**src/rtl/cmd_pkg.sv**
```systemverilog
// Shared types and constants for the command receive path.
// Optional feature macro: CMD_RECEIVE_CHECKSUM_EN (adds the CHK framer state).
package cmd_pkg;

  typedef struct packed {
    logic [7:0] opcode;
    logic [7:0] addr;
    logic [7:0] data;
  } cmd_packet_t;

  localparam logic [7:0] CMD_SOF      = 8'hA5;
  localparam logic [7:0] CMD_OP_WRITE = 8'h01;
  localparam logic [7:0] CMD_OP_READ  = 8'h02;

  typedef enum logic [1:0] {
    RX_IDLE,
    RX_START,
    RX_DATA,
    RX_STOP
  } rx_state_t;

  typedef enum logic [2:0] {
    FR_HUNT,
    FR_OPC,
    FR_ADDR,
    FR_DATA,
`ifdef CMD_RECEIVE_CHECKSUM_EN
    FR_CHK,
`endif
    FR_PUSH
  } frm_state_t;

  function automatic logic is_valid_opcode(input logic [7:0] op);
    return (op == CMD_OP_WRITE) || (op == CMD_OP_READ);
  endfunction

endpackage

```
**src/rtl/cmd_receive_uart_rx.sv**
```systemverilog
// UART byte receiver: 2-flop synchronizer, start-bit glitch rejection,
// mid-bit sampling at OVERSAMPLE ticks per bit, LSB first, stop-bit check.
// Optional feature macro: CMD_RECEIVE_CHECKSUM_EN (not used in this file).
module uart_rx
  import cmd_pkg::*;
#(
  parameter int OVERSAMPLE = 16
) (
  input  logic       clk,
  input  logic       rst,
  input  logic       os_tick,
  input  logic       rx,
  output logic [7:0] byte_data,
  output logic       byte_valid,
  output logic       stop_err
);

  localparam int OS_W = (OVERSAMPLE > 1) ? $clog2(OVERSAMPLE) : 1;
  localparam logic [OS_W-1:0] HALF_LAST = OS_W'(OVERSAMPLE / 2 - 1);
  localparam logic [OS_W-1:0] FULL_LAST = OS_W'(OVERSAMPLE - 1);

  logic            r_rx_meta;
  logic            r_rx_sync;
  logic            r_rx_prev;
  rx_state_t       r_state;
  rx_state_t       w_state_nxt;
  logic [OS_W-1:0] r_os_cnt;
  logic [2:0]      r_bit_cnt;
  logic [7:0]      r_shift;
  logic            r_byte_valid;
  logic            r_stop_err;
  logic            w_fall;
  logic            w_half_hit;
  logic            w_full_hit;
  logic            w_valid_nxt;
  logic            w_err_nxt;

  assign w_fall     = r_rx_prev & ~r_rx_sync;
  assign w_half_hit = os_tick && (r_os_cnt == HALF_LAST);
  assign w_full_hit = os_tick && (r_os_cnt == FULL_LAST);

  // Synchronize rx and keep the previous synchronized value for edge detection.
  // NOTE: the chain resets to 0 rather than the idle level so that a line
  // held low through reset release never looks like a start edge; the line
  // has to be seen high first.
  always_ff @(posedge clk or negedge rst) begin
    if (!rst) begin
      r_rx_meta <= 1'b0;
      r_rx_sync <= 1'b0;
      r_rx_prev <= 1'b0;
    end else begin
      // NOTE: non-blocking assignments here make every flop sample the
      // pre-edge value of its source, which is what builds a real shift chain.
      r_rx_meta <= rx;
      r_rx_sync <= r_rx_meta;
      r_rx_prev <= r_rx_sync;
    end
  end

  // Byte receiver state register.
  always_ff @(posedge clk or negedge rst) begin
    if (!rst) r_state <= RX_IDLE;
    else      r_state <= w_state_nxt;
  end

  // Byte receiver next-state logic.
  always_comb begin
    // NOTE: default first so every path assigns the signal and no latch is inferred.
    w_state_nxt = r_state;
    case (r_state)
      RX_IDLE:  if (w_fall) w_state_nxt = RX_START;
      RX_START: if (w_half_hit) w_state_nxt = r_rx_sync ? RX_IDLE : RX_DATA;
      RX_DATA:  if (w_full_hit && (r_bit_cnt == 3'd7)) w_state_nxt = RX_STOP;
      RX_STOP:  if (w_full_hit) w_state_nxt = RX_IDLE;
      default:  w_state_nxt = RX_IDLE;
    endcase
  end

  // Byte receiver outputs: decide the stop-bit result on the sampling tick.
  always_comb begin
    w_valid_nxt = 1'b0;
    w_err_nxt   = 1'b0;
    if ((r_state == RX_STOP) && w_full_hit) begin
      w_valid_nxt = r_rx_sync;
      w_err_nxt   = ~r_rx_sync;
    end
  end

  // Tick/bit counters, shift register and registered strobes.
  always_ff @(posedge clk or negedge rst) begin
    if (!rst) begin
      r_os_cnt     <= '0;
      r_bit_cnt    <= '0;
      r_shift      <= '0;
      r_byte_valid <= 1'b0;
      r_stop_err   <= 1'b0;
    end else begin
      r_byte_valid <= w_valid_nxt;
      r_stop_err   <= w_err_nxt;
      case (r_state)
        RX_START: begin
          if (w_half_hit)   r_os_cnt <= '0;
          else if (os_tick) r_os_cnt <= r_os_cnt + OS_W'(1);
        end
        RX_DATA, RX_STOP: begin
          if (w_full_hit)   r_os_cnt <= '0;
          else if (os_tick) r_os_cnt <= r_os_cnt + OS_W'(1);
          if (w_full_hit && (r_state == RX_DATA)) begin
            r_shift   <= {r_rx_sync, r_shift[7:1]};
            r_bit_cnt <= r_bit_cnt + 3'd1;
          end
        end
        default: begin
          r_os_cnt  <= '0;
          r_bit_cnt <= '0;
        end
      endcase
    end
  end

  assign byte_data  = r_shift;
  assign byte_valid = r_byte_valid;
  assign stop_err   = r_stop_err;

endmodule

```
**src/rtl/cmd_receive.sv**
```systemverilog
// Command receive front end: frames UART bytes (SOF, opcode, addr, data)
// into cmd_packet_t words for the command FIFO, with an inter-byte timeout,
// error/overflow pulses and a saturating drop counter.
// Optional feature macro: CMD_RECEIVE_CHECKSUM_EN adds a trailing XOR
// checksum byte checked in the CHK state.
module cmd_receive
  import cmd_pkg::*;
#(
  parameter int OVERSAMPLE   = 16,
  parameter int TIMEOUT_BITS = 32
) (
  input  logic        clk,
  input  logic        rst,
  input  logic        os_tick,
  input  logic        rx,
  input  logic        cmd_fifo_full,
  output logic        cmd_fifo_wr_en,
  output cmd_packet_t cmd_fifo_wr_data,
  output logic        frame_err,
  output logic        overflow,
  output logic [7:0]  drop_cnt
);

  localparam int OS_W = (OVERSAMPLE > 1) ? $clog2(OVERSAMPLE) : 1;
  localparam int TO_W = (TIMEOUT_BITS > 1) ? $clog2(TIMEOUT_BITS) : 1;
  localparam logic [OS_W-1:0] OS_LAST = OS_W'(OVERSAMPLE - 1);
  localparam logic [TO_W-1:0] TO_LAST = TO_W'(TIMEOUT_BITS - 1);

  logic [7:0]      w_byte_data;
  logic            w_byte_valid;
  logic            w_stop_err;
  frm_state_t      r_frm;
  frm_state_t      w_frm_nxt;
  logic [7:0]      r_opcode;
  logic [7:0]      r_addr;
`ifdef CMD_RECEIVE_CHECKSUM_EN
  logic [7:0]      r_data;
`endif
  cmd_packet_t     r_pkt;
  logic [OS_W-1:0] r_to_os;
  logic [TO_W-1:0] r_to_bits;
  logic [7:0]      r_drop_cnt;
  logic            w_in_frame;
  logic            w_timeout;
  logic            w_opc_bad;
  logic            w_chk_bad;
  logic            w_frame_abort;
  logic            w_drop;

  uart_rx #(
    .OVERSAMPLE(OVERSAMPLE)
  ) u_uart_rx (
    .clk       (clk),
    .rst       (rst),
    .os_tick   (os_tick),
    .rx        (rx),
    .byte_data (w_byte_data),
    .byte_valid(w_byte_valid),
    .stop_err  (w_stop_err)
  );

  // A frame is "in progress" between SOF and the push decision.
  assign w_in_frame    = (r_frm != FR_HUNT) && (r_frm != FR_PUSH);
  // A byte arriving on the last tick wins over the timeout.
  assign w_timeout     = w_in_frame && !w_byte_valid && os_tick &&
                         (r_to_os == OS_LAST) && (r_to_bits == TO_LAST);
  assign w_opc_bad     = (r_frm == FR_OPC) && w_byte_valid && !is_valid_opcode(w_byte_data);
  assign w_frame_abort = w_in_frame && w_stop_err;
`ifdef CMD_RECEIVE_CHECKSUM_EN
  assign w_chk_bad     = (r_frm == FR_CHK) && w_byte_valid &&
                         (w_byte_data != (r_opcode ^ r_addr ^ r_data));
`else
  assign w_chk_bad     = 1'b0;
`endif

  // Framer state register.
  always_ff @(posedge clk or negedge rst) begin
    if (!rst) r_frm <= FR_HUNT;
    else      r_frm <= w_frm_nxt;
  end

  // Framer next-state logic; any abort cause overrides back to HUNT.
  always_comb begin
    w_frm_nxt = r_frm;
    case (r_frm)
      FR_HUNT: if (w_byte_valid && (w_byte_data == CMD_SOF)) w_frm_nxt = FR_OPC;
      FR_OPC:  if (w_byte_valid) w_frm_nxt = is_valid_opcode(w_byte_data) ? FR_ADDR : FR_HUNT;
      FR_ADDR: if (w_byte_valid) w_frm_nxt = FR_DATA;
`ifdef CMD_RECEIVE_CHECKSUM_EN
      FR_DATA: if (w_byte_valid) w_frm_nxt = FR_CHK;
      FR_CHK:  if (w_byte_valid) w_frm_nxt = w_chk_bad ? FR_HUNT : FR_PUSH;
`else
      FR_DATA: if (w_byte_valid) w_frm_nxt = FR_PUSH;
`endif
      FR_PUSH: w_frm_nxt = FR_HUNT;
      default: w_frm_nxt = FR_HUNT;
    endcase
    if (w_frame_abort || w_timeout) w_frm_nxt = FR_HUNT;
  end

  // Framer outputs: write/overflow decided in PUSH, error pulses from all causes.
  always_comb begin
    cmd_fifo_wr_en = (r_frm == FR_PUSH) && !cmd_fifo_full;
    overflow       = (r_frm == FR_PUSH) && cmd_fifo_full;
    frame_err      = w_stop_err || w_opc_bad || w_chk_bad || w_timeout;
    w_drop         = w_opc_bad || w_chk_bad || w_timeout || w_frame_abort ||
                     ((r_frm == FR_PUSH) && cmd_fifo_full);
  end

  // Capture frame fields; the output word only changes when a complete,
  // checked frame is about to be pushed.
  always_ff @(posedge clk or negedge rst) begin
    if (!rst) begin
      r_opcode <= '0;
      r_addr   <= '0;
`ifdef CMD_RECEIVE_CHECKSUM_EN
      r_data   <= '0;
`endif
      r_pkt    <= '0;
    end else if (w_byte_valid) begin
      if (r_frm == FR_OPC)  r_opcode <= w_byte_data;
      if (r_frm == FR_ADDR) r_addr   <= w_byte_data;
`ifdef CMD_RECEIVE_CHECKSUM_EN
      if (r_frm == FR_DATA) r_data   <= w_byte_data;
      if ((r_frm == FR_CHK) && !w_chk_bad)
        r_pkt <= '{opcode: r_opcode, addr: r_addr, data: r_data};
`else
      if (r_frm == FR_DATA)
        r_pkt <= '{opcode: r_opcode, addr: r_addr, data: w_byte_data};
`endif
    end
  end

  // Inter-byte timeout: bit periods elapsed since the last byte of a live frame.
  always_ff @(posedge clk or negedge rst) begin
    if (!rst) begin
      r_to_os   <= '0;
      r_to_bits <= '0;
    end else if (w_byte_valid || !w_in_frame || w_timeout) begin
      r_to_os   <= '0;
      r_to_bits <= '0;
    end else if (os_tick) begin
      if (r_to_os == OS_LAST) begin
        r_to_os   <= '0;
        r_to_bits <= r_to_bits + TO_W'(1);
      end else begin
        r_to_os <= r_to_os + OS_W'(1);
      end
    end
  end

  // Saturating count of dropped frames.
  always_ff @(posedge clk or negedge rst) begin
    if (!rst)                                r_drop_cnt <= '0;
    else if (w_drop && (r_drop_cnt != 8'hFF)) r_drop_cnt <= r_drop_cnt + 8'd1;
  end

  assign cmd_fifo_wr_data = r_pkt;
  assign drop_cnt         = r_drop_cnt;

endmodule

```
**config.mk**
```make
export PLATFORM = sky130hd
export DESIGN_NAME = cmd_receive
export DESIGN_NICKNAME = d
export VERILOG_FILES = /design/src/rtl/cmd_pkg.sv /design/src/rtl/cmd_receive_uart_rx.sv /design/src/rtl/cmd_receive.sv
export SDC_FILE = /design/constraint.sdc
export NUM_CORES = 1
export LEC_CHECK = 0
export CORE_ASPECT_RATIO = 0.5
export CORE_MARGIN = 4
export CORE_UTILIZATION = 56
export DETAILED_ROUTE_END_ITERATION = 8
export HOLD_SLACK_MARGIN = 0.06
export PLACE_DENSITY = 0.79
export SYNTH_ARGS = -nofsm -noshare
export SYNTH_HDL_FRONTEND = slang
export SYNTH_HIERARCHICAL = 1
export SYNTH_SLANG_ARGS = --single-unit
```
**constraint.sdc**
```tcl
create_clock -name clk -period 2.5 [get_ports clk]
set_input_delay 0.25 -clock clk [delete_from_list [all_inputs] [get_ports clk]]
set_output_delay 0.25 -clock clk [all_outputs]
set_load 0.005 [all_outputs]
```
### Yosys cells after proc, flatten, opt, wreduce, memory -nomap -nowiden

Index checks and enable logic that the tools add are counted.

| cells by class | value |
|---|---|
| bitwise logic cells | 3 |
| reductions and logical operators | 44 |
| $add $sub $neg | 5 |
| multiplexer cells | 27 |
| equality and inequality tests | 26 |

Operators by type and width:

| kind | number |
|---|---|
| 4-bit two-way mux | 6 |
| 3-bit two-way mux | 6 |
| 1-bit logical AND | 17 |
| 5-bit two-way mux | 3 |
| 2-bit two-way mux | 6 |
| 3-bit case mux with 4 select lines | 1 |
| 2-bit AND reduction | 6 |
| 2-bit by 1-bit != test with 1-bit output, second input constant | 5 |
| 1-bit logical OR | 9 |
| 4-bit by 1-bit adder with 4-bit output, second input constant | 2 |
| 8-bit by 1-bit adder with 8-bit output, second input constant | 1 |
| 4-bit equality test, second input constant | 2 |
| 8-bit by 1-bit equality test with 1-bit output, second input constant | 1 |
| 8-bit by 2-bit equality test with 1-bit output, second input constant | 1 |
| 8-bit equality test, second input constant | 1 |
| 8-bit != test, second input constant | 1 |
| 2-bit case mux with 4 select lines | 1 |
| 4-bit case mux with 2 select lines | 1 |
| 4-bit AND reduction | 2 |
| 3-bit by 2-bit equality test with 1-bit output, second input constant | 2 |
| 3-bit equality test, second input constant | 2 |
| 3-bit by 2-bit != test with 1-bit output, second input constant | 2 |
| 3-bit != test, second input constant | 2 |
| 3-bit case mux with 2 select lines | 1 |
| other kinds (17) | 24 |

| storage, ports and cells | value |
|---|---|
| word-level logic and storage cells | 123 |
| bits in registers | 82 |
| output and inout port bits | 35 |
| bits of input ports | 5 |

### Longest topological paths before layout

Gate-level depths: netlist (run 1).

| logic depth | value |
|---|---|
| depth after elaboration | 10 |
| mapped depth | 7 |
| mapped depth without buffers | 7 |

### Hierarchy

The synthesis (run 1) kept the hierarchy.

By module, submodules not included:

| module | times used | sequential area each (sq um) | cells each | area an instance (sq um) |
|---|---|---|---|---|
| cmd_receive | 1 | 1501.4 | 210 | 2711.4 |
| uart_rx | 1 | 550.5 | 76 | 965.9 |

### Worst setup path after synthesis (run 1)

No wires, ideal clock.

| timing | value |
|---|---|
| path kind | reg-to-reg |
| from | reg r_to_bits[0] |
| to | reg r_drop_cnt[5] (netlist: drop_cnt[5]) |
| buffers on the path | 0 |
| setup time | 0.128 ns |
| data required time | 2.372 ns |
| arrival time | 1.933 ns |
| clock period less this slack | 2.060 ns |
| path slack | 0.440 ns |
| stages on the path, launching flop included | 8 |
| path through | dfrtp_1 -> ha_1 -> and3_1 -> ha_1 -> inv_1 -> o31a_1 -> a311oi_1 -> mux2_1 |

| on the way | value |
|---|---|
| cells in the longest elaborated chain, start to end | 6 |

RTL lines:

| element | RTL line | source |
|---|---|---|
| start, declared | cmd_receive.sv:41 | `logic [TO_W-1:0] r_to_bits;` |
| start signal, assigned | cmd_receive.sv:145 | `r_to_bits <= r_to_bits + TO_W'(1);` |
| 5-bit equality test | cmd_receive.sv:66 | `(r_to_os == OS_LAST) && (r_to_bits == TO_LAST);` |
| 1-bit logical AND | cmd_receive.sv:66 |  |
| 1-bit logical OR (3 in a row) | cmd_receive.sv:106 | `w_drop = w_opc_bad \|\| w_chk_bad \|\| w_timeout \|\| w_frame_abort \|\|` |
| 1-bit logical AND | cmd_receive.sv:155 | `else if (w_drop && (r_drop_cnt != 8'hFF)) r_drop_cnt <= r_drop_cnt + 8'd1;` |
| end signal, assigned | cmd_receive.sv:155 |  |
| end, declared | cmd_receive.sv:42 | `logic [7:0] r_drop_cnt;` |

Every way passes these cells.
A chain may end at the register's enable or synchronous reset.

### Worst setup path after layout (run 1)

| timing | value |
|---|---|
| from | reg r_to_bits[0] |
| to | out frame_err |

| on the way | value |
|---|---|
| cells in the longest elaborated chain, start to end | 3 |

RTL lines:

| element | RTL line | source |
|---|---|---|
| 5-bit equality test | cmd_receive.sv:66 |  |
| 1-bit logical AND | cmd_receive.sv:66 |  |
| 1-bit logical OR | cmd_receive.sv:105 | `frame_err = w_stop_err \|\| w_opc_bad \|\| w_chk_bad \|\| w_timeout;` |
| end, declared | cmd_receive.sv:19 | `output logic frame_err,` |

Every way passes these cells.

==> metrics.csv, run 1 <==
metric;value;unit
# fillers;433;
First-pass DRT Iterations;4;
gr ovfl total;0;
largest net degree at the start of global routing;43;
dpl ws;0.216;ns
Setup WS post-layout;0.130;ns
Post-synth EDFFs;0;
DR vias/cell;5.65;
Antenna Violating Nets Remaining;0;
Initial Util;0.593;
slowest CP cell;clkdlybuf4s50_1;
synthesis-to-finish area growth;21.7;%
share of post-route cells with drive strength above 1;0.237;
WL per Instance;16.8;µm
critical path's top delay family;buffers and inverters;
max cap viols;0;
CP endpoint kind;output pin;
sequential share of the synthesized area;0.558;
IO Count;40;
maximum fanout along the worst path;4;
WHS;0.345;ns
Setup TNS;0;ns
clk slew on worst S/H paths;0.06;ns
Worst Skew;0.00461;ns
fmax;422;MHz
CTS H-tree depth;3;
max-slew violations;0;
status;finished clean;
DRT iter0 DRCs;135;
Post-synth ARST share;1.00;
CTS max path bufs;2;
initial antenna violation count;0;
Slew @ Worst Pin;0.536;ns
Critical path buffers and inverters;1;
count of different cell masters after synthesis;47;
Post-Syn Instances;286;
slew margin rel.;0.641;
Final setup viols;0;
Max VDD drop;0.000485;V
RSZ-0062 raised after global routing;false;
WS Path Type;reg2out;
first-pass GRT wire length;12400;µm
Root Driver;clkbuf_16;
Period Utilization, post-route;0.948;
fin crit period;2.37;ns
Fin. Hold Viols;0;
Reg area;2050;µm²
multi-input logic area;1550;µm²
Clock Latency Late Sink;0.33;ns
Hold Buf Count CTS;1;
PostCTS Resize Cnt;0;
Worst path max stage delay;0.51;ns
yosys warns;6;
synthesized area;3680;µm²
top cell type's share of synthesized area;0.558;
syn_nets;298;
die area;8010;µm²
drt total wl;7120;µm
vias in the first global route;2510;
cell mode on critical path;ha_1;
WP data required;2.25;ns
CTS tree;yes;
dominant synthesized flop cell;dfrtp_1;
DR DRC count;0;
cell taking the most area after synthesis;dfrtp_1;
Routability Congestion;0.822;
critical path, cell by cell;ha_1, and3_1, ha_1, nand3_1, nand3b_1, clkdlybuf4s50_1;
# diodes;0;
nets@finish;344;
total power;2.95;mW
Total GRT Usage;0.203;
via count;2403;
Pleak;2.07;nW
# rows;20;
clk sinks;82;
worst min-delay path class;reg2reg;
Post-CTS Setup Bufs;0;
syn avg cell area;12.9;µm²
pwr dens;659;nW/µm²
cts bufs inserted;9;
FF+latch count, synth;82;
die width;123;µm
number of port buffers;39;
startpoint types;flip-flop;
Post-DP HPWL;5030;µm
Core ar.;6210;µm²
Die Ht;65.3;µm
Crit path arrival time;2.12;ns
synth top area cells;dfrtp_1, mux2_2, ha_1;
[worst paths after layout]
path	to	slack [ns]	depth (start not counted)	from
min in group asynchronous	r_opcode[4]$_DFFE_PN0N_	0.48	2	rst
max	frame_err	0.13	6	r_to_bits[0]$_DFFE_PN0P_
max reg2reg	drop_cnt[6]$_DFFE_PN0P_	0.16	7	r_to_bits[0]$_DFFE_PN0P_
max in group asynchronous	drop_cnt[6]$_DFFE_PN0P_	1.43	3	rst
min	u_uart_rx/r_rx_sync$_DFF_PN0_	0.35	0	u_uart_rx/r_rx_meta$_DFF_PN0_
min reg2reg	u_uart_rx/r_rx_sync$_DFF_PN0_	0.35	0	u_uart_rx/r_rx_meta$_DFF_PN0_
[per-layer routing]
| metal | track usage | vias to the layer above | part of all wire |
|---|---|---|---|
| met2 | 0.330 | 45 | 0.49 |
| met3 | 0.0662 | 6 | 0.041 |
| met1 | 0.262 | 1217 | 0.46 |
| met4 | 0.0586 | 0 | 0.010 |
| li1 | - | 1135 | - |
| met5 | 0 | - | 0 |
[cell type report]
class / count / share of cell area
Inverter: 5 / 0.00419
Tap cell: 88 / 0.0246
Clock inverter: 1 / 0.00168
Multi-Input combinational cell: 189 / 0.346
Clock buffer: 15 / 0.0621
Timing Repair Buffer: 45 / 0.103
Sequential cell: 82 / 0.458
[cells in the mapped netlist, types with 4 or more instances]
cell	number
nand2_1	21
xor2_1	4
a21oi_1	9
buf_2	4
mux2_1	6
mux2_2	48
o21ai_0	6
nor2_1	11
dfrtp_1	82
nand4_1	4
nand3_1	8
ha_1	7
and3_1	4
nor3_1	11
a31oi_1	6
inv_1	5
[worst reg2reg max path, stage by stage (launching register included)]
cell and delay (ns):
dfrtp_1 0.41, ha_1 0.22, and3_1 0.17, ha_1 0.23, inv_1 0.12, o31a_1 0.40
a311oi_1 0.32, mux2_1 0.36
[power breakdown]
| group | leakage [nW] | internal (mW) | switching, mW | total (mW) |
|---|---|---|---|---|
| Sequential | 1.12 | 1.39 | 0.117 | 1.50 |
| Combinational | 0.815 | 0.104 | 0.115 | 0.219 |
| Clock | 0.136 | 0.754 | 0.473 | 1.23 |
[cells by family (layout without fill, tap and decap cells)]
group / Yosys count / in the layout / share of synthesized area
xor gates and xnor gates: 8 / 8 / 0.0211
adders and majority gates: 7 / 7 / 0.0238
AOI/OAI and AO/OA: 33 / 33 / 0.0660
buffers and inverters: 15 / 66 / 0.0208
and+or+nand+nor: 84 / 84 / 0.135
muxes: 57 / 57 / 0.175
DFF: 82 / 82 / 0.558
[per-stage QoR]
step           cell area (µm²)   util  instances
2_1_floorplan             3680      -        286
3_3_place_gp              4180  0.674        408
3_5_place_dp              4180  0.674        408
4_1_cts                   4480  0.721        425
5_1_grt                   4480  0.721        425
6_report                  4480  0.721        425
[cells in the final DEF, fill, tap and decap left out, types with 5 or more instances in the layout]
master            n
ha_1              7
nand3_1           8
mux2_1            6
clkdlybuf4s50_1  38
o21ai_0           6
a31oi_1           6
a21oi_1           9
clkbuf_16         9
nor2_1           11
inv_1             5
mux2_2           48
dfrtp_1          82
nor3_1           11
nand2_1          21
[flip-flops by register name (all words and copies together), names as in the netlist, 3 cells and up, named ones only]
name	cells
u_uart_rx/r_bit_cnt	3
r_addr	8
r_to_bits	5
u_uart_rx/r_os_cnt	4
r_to_os	4
drop_cnt	8
r_opcode	8
u_uart_rx/byte_data	8
cmd_fifo_wr_data	24
r_frm	3
No activity file was read; power rests on OpenSTA's default activity.
==> run 2: changes to the inputs <==
ABC_CLOCK_PERIOD_IN_PS = 2650   (was unset)
clock period = 2.65 ns   (was 2.5 ns; I/O delays follow)
==> metrics.csv, run 2 (synthesized netlist as in run 1, its figures left out) <==
metric;value;unit;change
clk slew on worst S/H paths;0.06;ns;about the same
Largest register FFs;24;;unchanged
slowest CP cell;o31a_1;;was clkdlybuf4s50_1
Post-CTS Setup Bufs;0;;unchanged
critical path's top delay family;compound AO/OA/AOI/OAI gates;;was buffers and inverters
Clock Latency Late Sink;0.34;ns;was 0.33 ns
Worst R2R End;drop_cnt[5]$_DFFE_PN0P_;;was drop_cnt[6]$_DFFE_PN0P_
total power;2.99;mW;was 2.95 mW
Pleak;2.08;nW;was 2.07 nW
largest net degree at the start of global routing;83;;was 43
Reg2Reg Setup Slack;0.28;ns;was 0.16 ns
max cap viols;0;;unchanged
WS Path Type;reg2reg;;was reg2out
Final setup viols;0;;unchanged
synthesis-to-finish area growth;21.9;%;was 21.7%
critical path, cell by cell;ha_1, and3_1, ha_1, inv_1, o31a_1, a311oi_1, mux2_1;;was ha_1, and3_1, ha_1, nand3_1, nand3b_1, clkdlybuf4s50_1
FF-to-FF Start;r_to_bits[0]$_DFFE_PN0P_;;unchanged
cell mode on critical path;ha_1;;unchanged
DR DRC count;0;;unchanged
Worst Skew;0.00485;ns;was 0.00461 ns
startpoint types;flip-flop;;unchanged
Hold Buf Count CTS;0;;was 1
Setup TNS;0;ns;unchanged
drt total wl;6950;µm;was 7120 µm
nets@finish;342;;was 344
fin crit period;2.37;ns;
WL per Instance;16.4;µm;was 16.8 µm
CTS H-tree depth;3;;unchanged
Worst path depth;7;;was 6
Slew @ Worst Pin;0.986;ns;was 0.536 ns
Period Utilization, post-route;0.893;;
vias in the first global route;2412;;was 2510
Crit path arrival time;2.59;ns;was 2.12 ns
number of port buffers;39;;unchanged
RSZ-0062 raised after global routing;false;;unchanged
WHS;0.0863;ns;was 0.345 ns
die area;8010;µm²;unchanged
Critical path buffers and inverters;1;;unchanged
# diodes;0;;unchanged
CTS max path bufs;2;;unchanged
most common cell after layout, fill and taps aside;dfrtp_1;;unchanged
maximum fanout along the worst path;7;;was 4
PostCTS Resize Cnt;0;;unchanged
CP endpoint kind;flip-flop;;was output pin
IO Count;40;;unchanged
Setup crit end;drop_cnt[5]$_DFFE_PN0P_;;was frame_err
initial antenna violation count;0;;unchanged
cts bufs inserted;9;;unchanged
Setup crit start;r_to_bits[0]$_DFFE_PN0P_;;unchanged
# rows;20;;unchanged
DR vias/cell;5.70;;was 5.65
slew margin rel.;0.343;;was 0.641
R2R cell count;7;;unchanged
first-pass GRT wire length;11900;µm;was 12400 µm
fmax;422;MHz;
CTS tree;yes;;unchanged
Max VDD drop;0.000508;V;was 0.000485 V
die width;123;µm;unchanged
WP data required;2.87;ns;was 2.25 ns
commonest cells after routing, fill and taps aside;dfrtp_1, mux2_2, clkdlybuf4s50_1, nand2_1;;unchanged
Fin. Hold Viols;0;;unchanged
via count;2409;;was 2403
Initial Util;0.593;;unchanged
worst min-delay path class;in2async;;was reg2reg
Worst path max stage delay;0.41;ns;was 0.51 ns
First-pass DRT Iterations;4;;unchanged
max-slew violations;0;;unchanged
Routability Congestion;0.853;;was 0.822
Core ar.;6210;µm²;unchanged
gr ovfl total;0;;unchanged
Post-DP HPWL;4780;µm;was 5030 µm
Antenna Violating Nets Remaining;0;;unchanged
Die Ht;65.3;µm;unchanged
Total GRT Usage;0.197;;was 0.203
Root Driver;clkbuf_16;;unchanged
clk sinks;82;;unchanged
share of post-route cells with drive strength above 1;0.239;;was 0.237
DRT iter0 DRCs;125;;was 135
pwr dens;668;nW/µm²;was 659 nW/µm²
status;finished clean;;unchanged
==> run 2: worst min path at each step <==
stage	endpoint	startpoint	slack, ns
6_report	cmd_fifo_wr_data[23]$_DFFE_PN0P_	rst	0.09
5_1_grt	cmd_fifo_wr_data[7]$_DFFE_PN0P_	rst	0.18
4_1_cts	u_uart_rx/byte_data[4]$_DFFE_PN0P_	rst	0.12
3_5_place_dp	u_uart_rx/r_rx_sync$_DFF_PN0_	u_uart_rx/r_rx_meta$_DFF_PN0_	0.34
3_3_place_gp	u_uart_rx/r_rx_sync$_DFF_PN0_	u_uart_rx/r_rx_meta$_DFF_PN0_	0.33
2_1_floorplan	cmd_fifo_wr_data[0]$_DFFE_PN0P_	rst	-0.03
==> run 2: final cells by class <==
class                      count  area (µm²)
multi-input combinational    189        1550
timing repair buffer          43         418
inverter                       5        18.8
clock buffer                  11         233
fill                         427        1720
clock inverter                 5         103
sequential                    82        2050
tap                           88         110
==> run 2: where the power goes <==
group          internal, mW  total [mW]  switching, mW
Sequential             1.31        1.42          0.108
Combinational        0.0930       0.200          0.107
Clock                 0.918        1.38          0.458
Total                  2.32        2.99          0.674
==> run 2: through the flow <==
step	setup slack [ns]	util	cells	instance area, µm²
2_1_floorplan	0.590	-	286	3680
3_3_place_gp	0.436	0.668	407	4150
3_5_place_dp	0.306	0.668	407	4150
4_1_cts	0.274	0.722	423	4480
5_1_grt	0.157	0.722	423	4480
6_report	0.283	0.722	423	4480
==> run 2: metal layers <==
layer	vias to the layer above	routed length (µm)	global-route usage	part of all wire
li1	1133	-	-	-
met1	1205	3160	0.254	0.45
met2	54	3240	0.306	0.47
met3	17	380	0.0636	0.055
met4	0	175	0.0921	0.025
met5	-	0	0	0
